File: config.mk
export PLATFORM = sky130hd
export DESIGN_NAME = smc_step_sequencer
export DESIGN_NICKNAME = d
export VERILOG_FILES = /design/src/rtl/smc_step_sequencer.sv
export SDC_FILE = /design/constraint.sdc
export NUM_CORES = 1
export LEC_CHECK = 0
export ABC_AREA = 1
export CORE_MARGIN = 1.5
export CORE_UTILIZATION = 51
export CTS_CLUSTER_DIAMETER = 100
export DETAILED_ROUTE_END_ITERATION = 7
export PLACE_DENSITY_LB_ADDON = 0.3
export SLEW_MARGIN = 25
export SYNTH_ARGS = -nofsm -noshare
export SYNTH_HDL_FRONTEND = slang
export SYNTH_SLANG_ARGS = --single-unit
File: constraint.sdc
create_clock -name QCLK -period 2 [get_ports QCLK]
set_input_delay 0.6 -clock QCLK [delete_from_list [all_inputs] [get_ports QCLK]]
set_output_delay 0.6 -clock QCLK [all_outputs]
set_load 0.05 [all_outputs]
File: src/rtl/smc_step_sequencer.sv
// smc_step_sequencer: register-programmed stepper motor coil sequencer.
//
// A small register bank (CTRL, PERIOD, STEPS, STATUS) programs a step engine
// that walks a coil phase table forward or backward, one phase every PERIOD
// clock cycles, for STEPS steps. Coils are driven through separate high-side
// (MNP) and low-side (MNM) enables.
//
// Build option:
//   SMC_SEQ_HALFSTEP_EN  defined   -> 8-phase half-step table
//                        undefined -> 4-phase full-step table (default)
//
// Ports:
//   QCLK      in   1   clock, rising edge
//   QRESET    in   1   asynchronous reset, active low
//   QSEL      in   1   register access select
//   QWRITE    in   1   1 = write, 0 = read (qualified by QSEL)
//   QADDR     in   7   register byte offset
//   QDATAIN   in  16   write data
//   QDATAOUT  out 16   read data (combinational, 0 unless a read is selected)
//   MNP       out  2   high-side drive, bit0 = coil A, bit1 = coil B
//   MNM       out  2   low-side drive,  bit0 = coil A, bit1 = coil B
//   IRQ       out  1   level interrupt = STATUS.DONE & CTRL.IRQ_EN
module smc_step_sequencer (
  input  logic        QCLK,
  input  logic        QRESET,
  input  logic        QSEL,
  input  logic        QWRITE,
  input  logic [6:0]  QADDR,
  input  logic [15:0] QDATAIN,
  output logic [15:0] QDATAOUT,
  output logic [1:0]  MNP,
  output logic [1:0]  MNM,
  output logic        IRQ
);

  localparam logic [6:0] AddrCtrl   = 7'h00;
  localparam logic [6:0] AddrPeriod = 7'h02;
  localparam logic [6:0] AddrSteps  = 7'h04;
  localparam logic [6:0] AddrStatus = 7'h06;

`ifdef SMC_SEQ_HALFSTEP_EN
  localparam logic [2:0] PhaseMax = 3'd7;
`else
  localparam logic [2:0] PhaseMax = 3'd3;
`endif

  typedef enum logic [1:0] {
    StIdle = 2'd0,
    StRun  = 2'd1,
    StDone = 2'd2
  } state_e;

  state_e      state_q, state_d;
  logic        dir_q, dir_d;
  logic        irq_en_q, irq_en_d;
  logic        hold_q, hold_d;
  logic [15:0] period_q, period_d;
  logic [15:0] steps_q, steps_d;
  logic [15:0] timer_q, timer_d;
  logic [2:0]  phase_q, phase_d;
  logic        done_q, done_d;

  // Register access decode
  logic wr_en;
  logic wr_ctrl, wr_period, wr_steps, wr_status;
  logic go_req, stop_req;

  assign wr_en     = QSEL & QWRITE;
  assign wr_ctrl   = wr_en && (QADDR == AddrCtrl);
  assign wr_period = wr_en && (QADDR == AddrPeriod);
  assign wr_steps  = wr_en && (QADDR == AddrSteps);
  assign wr_status = wr_en && (QADDR == AddrStatus);

  // STOP dominates GO when both are written together.
  assign stop_req = wr_ctrl & QDATAIN[2];
  assign go_req   = wr_ctrl & QDATAIN[0] & ~QDATAIN[2];

  // A programmed period of 0 behaves as 1 cycle per step.
  logic [15:0] period_eff;
  assign period_eff = (period_q == 16'd0) ? 16'd1 : period_q;

  // Neighbouring phases with wrap-around at the table ends.
  logic [2:0] phase_fwd, phase_rev, phase_step;
  assign phase_fwd  = (phase_q == PhaseMax) ? 3'd0 : phase_q + 3'd1;
  assign phase_rev  = (phase_q == 3'd0) ? PhaseMax : phase_q - 3'd1;
  assign phase_step = dir_q ? phase_rev : phase_fwd;

  // Next-state logic
  always_comb begin
    state_d  = state_q;
    dir_d    = dir_q;
    irq_en_d = irq_en_q;
    hold_d   = hold_q;
    period_d = period_q;
    steps_d  = steps_q;
    timer_d  = timer_q;
    phase_d  = phase_q;
    done_d   = done_q;

    if (wr_ctrl) begin
      dir_d    = QDATAIN[1];
      irq_en_d = QDATAIN[3];
      hold_d   = QDATAIN[4];
    end

    // New PERIOD is only sampled at the next timer reload.
    if (wr_period) begin
      period_d = QDATAIN;
    end

    if (wr_steps && (state_q != StRun)) begin
      steps_d = QDATAIN;
    end

    // Clear is evaluated before the FSM so a same-cycle DONE entry wins.
    if (wr_status && QDATAIN[1]) begin
      done_d = 1'b0;
    end

    unique case (state_q)
      StIdle: begin
        // A GO landing in the single DONE cycle is dropped; only IDLE starts.
        if (go_req) begin
          if (steps_q != 16'd0) begin
            state_d = StRun;
            timer_d = period_eff;
          end else begin
            state_d = StDone;
            done_d  = 1'b1;
          end
        end
      end

      StRun: begin
        if (stop_req) begin
          // Abort keeps phase and remaining step count intact.
          state_d = StIdle;
        end else if (timer_q <= 16'd1) begin
          phase_d = phase_step;
          steps_d = steps_q - 16'd1;
          timer_d = period_eff;
          if (steps_q == 16'd1) begin
            state_d = StDone;
            done_d  = 1'b1;
          end
        end else begin
          timer_d = timer_q - 16'd1;
        end
      end

      StDone: begin
        state_d = StIdle;
      end

      default: begin
        state_d = StIdle;
      end
    endcase
  end

  // State registers
  always_ff @(posedge QCLK or negedge QRESET) begin
    if (!QRESET) begin
      state_q  <= StIdle;
      dir_q    <= 1'b0;
      irq_en_q <= 1'b0;
      hold_q   <= 1'b0;
      period_q <= 16'd1;
      steps_q  <= 16'd0;
      timer_q  <= 16'd0;
      phase_q  <= 3'd0;
      done_q   <= 1'b0;
    end else begin
      state_q  <= state_d;
      dir_q    <= dir_d;
      irq_en_q <= irq_en_d;
      hold_q   <= hold_d;
      period_q <= period_d;
      steps_q  <= steps_d;
      timer_q  <= timer_d;
      phase_q  <= phase_d;
      done_q   <= done_d;
    end
  end

  // Coil pattern lookup: returns {MNP[1:0], MNM[1:0]}. A coil is either driven
  // positive (MNP=1), negative (MNM=1) or off, never both sides at once.
  function automatic logic [3:0] phase_pattern(input logic [2:0] ph);
    logic [3:0] pat;
`ifdef SMC_SEQ_HALFSTEP_EN
    case (ph)
      3'd0:    pat = 4'b01_00;  // A+ , B0
      3'd1:    pat = 4'b11_00;  // A+ , B+
      3'd2:    pat = 4'b10_00;  // A0 , B+
      3'd3:    pat = 4'b10_01;  // A- , B+
      3'd4:    pat = 4'b00_01;  // A- , B0
      3'd5:    pat = 4'b00_11;  // A- , B-
      3'd6:    pat = 4'b00_10;  // A0 , B-
      3'd7:    pat = 4'b01_10;  // A+ , B-
      default: pat = 4'b00_00;
    endcase
`else
    case (ph[1:0])
      2'd0:    pat = 4'b11_00;  // A+ , B+
      2'd1:    pat = 4'b10_01;  // A- , B+
      2'd2:    pat = 4'b00_11;  // A- , B-
      2'd3:    pat = 4'b01_10;  // A+ , B-
      default: pat = 4'b00_00;
    endcase
`endif
    return pat;
  endfunction

  // Coil drive: always active while running, otherwise only when holding.
  logic       drive_en;
  logic [3:0] pattern;

  assign drive_en = (state_q == StRun) | hold_q;
  assign pattern  = phase_pattern(phase_q);

  always_comb begin
    MNP = 2'b00;
    MNM = 2'b00;
    if (drive_en) begin
      MNP = pattern[3:2];
      MNM = pattern[1:0];
    end
  end

  assign IRQ = done_q & irq_en_q;

  // Read mux
  always_comb begin
    QDATAOUT = 16'd0;
    if (QSEL && !QWRITE) begin
      case (QADDR)
        AddrCtrl:   QDATAOUT = {11'd0, hold_q, irq_en_q, 1'b0, dir_q, 1'b0};
        AddrPeriod: QDATAOUT = period_q;
        AddrSteps:  QDATAOUT = steps_q;
        AddrStatus: QDATAOUT = {11'd0, phase_q, done_q, (state_q == StRun)};
        default:    QDATAOUT = 16'd0;
      endcase
    end
  end

endmodule
==> metrics <==
status finished with violations; violated checks setup timing; Core Util, Final 0.748; Seq/Total Area, Yosys 0.346; CP Data Arrival Time between 1500 and 2000 ps; clock root buffer clkbuf_8; max cap viols 0; CP endpoint kind primary output; share of cells above drive strength 1 0.252; kind of start point of the critical path input port; number of flops mapped to enable cells by yosys 0; Post-Syn Area per Cell roughly 6.4 sq um; die outline width between 90 and 100 microns; P_int 3.52 mW; final std cells w/o fill roughly 830; count of final setup violators 20; sw frac 0.475; PD cells between 1000 and 1500 mW/mm^2; min Tclk post-route 2430 ps; clk buf depth 2; Synth area leader dfrtp_1; Yosys reg bits between 50 and 60; Starting Density 0.532; min-delay worst type input port to async pin; TritonCTS clock tree yes; setup ws final -427 ps; Final Max Slew Viols 0; Post-CTS Hold Buffers 0; critical path's largest stage delay between 200 and 300 ps; first-pass GRT wire length ~21 mm; # DRC 0; Mapped Nets 678; IR drop worst, VDD about 0.9 mV; Pleak 2.79 nW; Peak Freq just over 400 MHz; kind of critical path input port to primary output; crit path cell chain buf_6, nor2_4, nand2_4, nor3_4, buf_6, nand2_2, o21ai_2, o21ai_2, inv_2, buf_12; pre-CTS setup slack -783 ps; Ys Warns 0; Post-synth ARST share 1.00; initial antenna violation count 0; Routed WL per cell 16.2 microns; Multi-input gate area between 0.002 and 0.003 sq mm; Crit Path Max Fanout 7; top area cells in the synthesized netlist dfrtp_1, nand2_1, nor2_1; design area 0.00581 sq mm; RSZ-0062 raised after global routing true; CTS Buf Count 9; initial DRC count 454; die height 93.0 microns; Netlist cell types 33; fill cell count 570; RD Place Congestion slightly above 0.9; area share of the largest cell type after synthesis 0.339; first-pass iteration count of the detailed router 5; clk slew on worst S/H paths about 70 ps; Final nets between 700 and 800; Worst Skew ~12 ps; Core ar. a little under 0.008 sq mm; die footprint roughly 0.0086 sq mm; gr ovfl total 0; CP required 1400 ps; Placed Instances between 700 and 800; FP Rows 32; Slew headroom 0.728; Cell Area, Synth roughly 0.0041 sq mm; port buffer count 47; gr usage total 0.316; Clock Power Share 0.165; DP Area around 0.0053 sq mm; clk sinks 57; Gate power share 0.572; n_diodes 0; Post-DP HPWL approximately 9 mm; net switching power around 3.2 mW; Clock Latency Late Sink 340 ps; Syn-to-layout area delta 40.6%; Slowest-stage cell, CP nor3_4; vias around 4600; vias in the first global route between 4000 and 5000; final hold viol count 0; Post-DRT Antenna Nets 0; Seq pwr share 0.263; IO Count 48; CTS H-tree depth 3; DRT Wirelength 13.4 mm; largest net degree at the start of global routing 58; period utilization 1.21; Main synth FF type dfrtp_1; actual slew at the worst max-slew pin a little over 400 ps; Syn Inst Count between 600 and 700; FF+latch area ~0.0014 sq mm; vias per std cell 5.55
-- cells in the final DEF, fill, tap and decap left out, drive strengths merged --
master / count
clkbuf: 12
a211oi: 1
xor2: 9
inv: 67
o21a: 2
nand2: 244
dfrtp: 56
clkinv: 3
nor2: 94
bufinv: 1
nand3: 41
ha: 10
o31ai: 1
nand3b: 2
xnor2: 9
nor3: 3
o221ai: 1
a31oi: 1
dfstp: 1
nand4: 5
dlygate4sd2: 2
buf: 68
clkdlybuf4s50: 16
a21oi: 14
o22ai: 2
o21ai: 59
clkinvlp: 2
-- power by group through the flow --
stage	Sequential [mW]	Combinational [mW]	Clock (mW)
finish	1.76	3.84	1.11
global route	1.79	4.23	1.18
CTS	1.73	3.66	1.11
detailed placement	1.75	3.41	0
global placement	1.73	3.29	0
floorplan	1.66	2.50	0
-- area by class of cell --
class	instances	area share
clock buffer	11	0.0243
clock inverter	5	0.00948
inverter	68	0.0448
multi-input combinational	498	0.472
sequential	57	0.246
tap	102	0.0220
timing repair buffer	87	0.181
-- cell usage after synthesis, types with 5 or more instances --
cell	number
nand2_1	234
nor2_1	84
inv_1	65
dfrtp_1	56
o21ai_0	49
nand3_1	40
a21oi_1	14
ha_1	10
o21ai_1	10
xnor2_1	9
xor2_1	9
clkbuf_1	8
nand2_2	8
nor2_2	6
nand4_1	5
-- sequential cells by signal, summed over array words and instances, names as in the netlist --
| name | flops |
|---|---|
| period_q | 16 |
| steps_q | 16 |
| timer_q | 16 |
| phase_q | 3 |
| state_q | 2 |
| dir_q | 1 |
| done_q | 1 |
| hold_q | 1 |
| irq_en_q | 1 |
-- critical path: cells and delay by family --
family                 cells  cell delay [ps]
AO/OA/AOI/OAI              2              150
AND/OR/NAND/NOR            4              550
buffers and inverters      4              520
-- kinds of logic (layout without fill, tap and decap cells) --
kind of cell | count (synthesis) | after routing | synth area share
buffers and inverters | 86 | 171 | 0.0884
AND/OR/NAND/NOR | 389 | 389 | 0.395
XOR/XNOR | 18 | 18 | 0.0382
adder cells (fa/ha/maj) | 10 | 10 | 0.0303
AO/OA/AOI/OAI | 81 | 81 | 0.102
flip-flops | 57 | 57 | 0.346
-- what timing repair did --
action                                  in CTS  in global routing
endpoints found under the hold margin        0                  0
buffers inserted                             9                  2
pin swaps                                   32                 29
gates resized for setup                     81                 38
endpoints found under the setup margin      54                 31
cloned                                       3                  0
-- through the flow --
step / hold slack (ps) / power (mW) / TNS, ps
2_1_floorplan: 304 / 4.16 / -4360
3_3_place_gp: 459 / 5.03 / -29480
3_5_place_dp: 466 / 5.16 / -32650
4_1_cts: 254 / 6.51 / -6270
5_1_grt: 252 / 7.20 / -6990
6_report: 239 / 6.71 / -6270
-- metal layers --
metal	vias up	share of wire	global-route usage
met5	-	0	0
met4	0	0.031	0.0896
met3	48	0.084	0.0707
met2	246	0.49	0.543
met1	2129	0.40	0.398
li1	2169	-	-
-- final timing paths --
check | from | cells after the start | to | slack [ps]
max in group asynchronous | QRESET | 2 | period_q[0] | 1440
worst min-delay path | QRESET | 2 | timer_q[4] | 240
min in group QCLK | period_q[0] | 2 | period_q[0] | 490
worst min register to register | period_q[0] | 2 | period_q[0] | 490
worst max register to register | timer_q[0] | 9 | steps_q[7] | 160
worst max-delay path | QADDR[5] | 10 | QDATAOUT[2] | -430
Power figures use the tool's default switching activity.
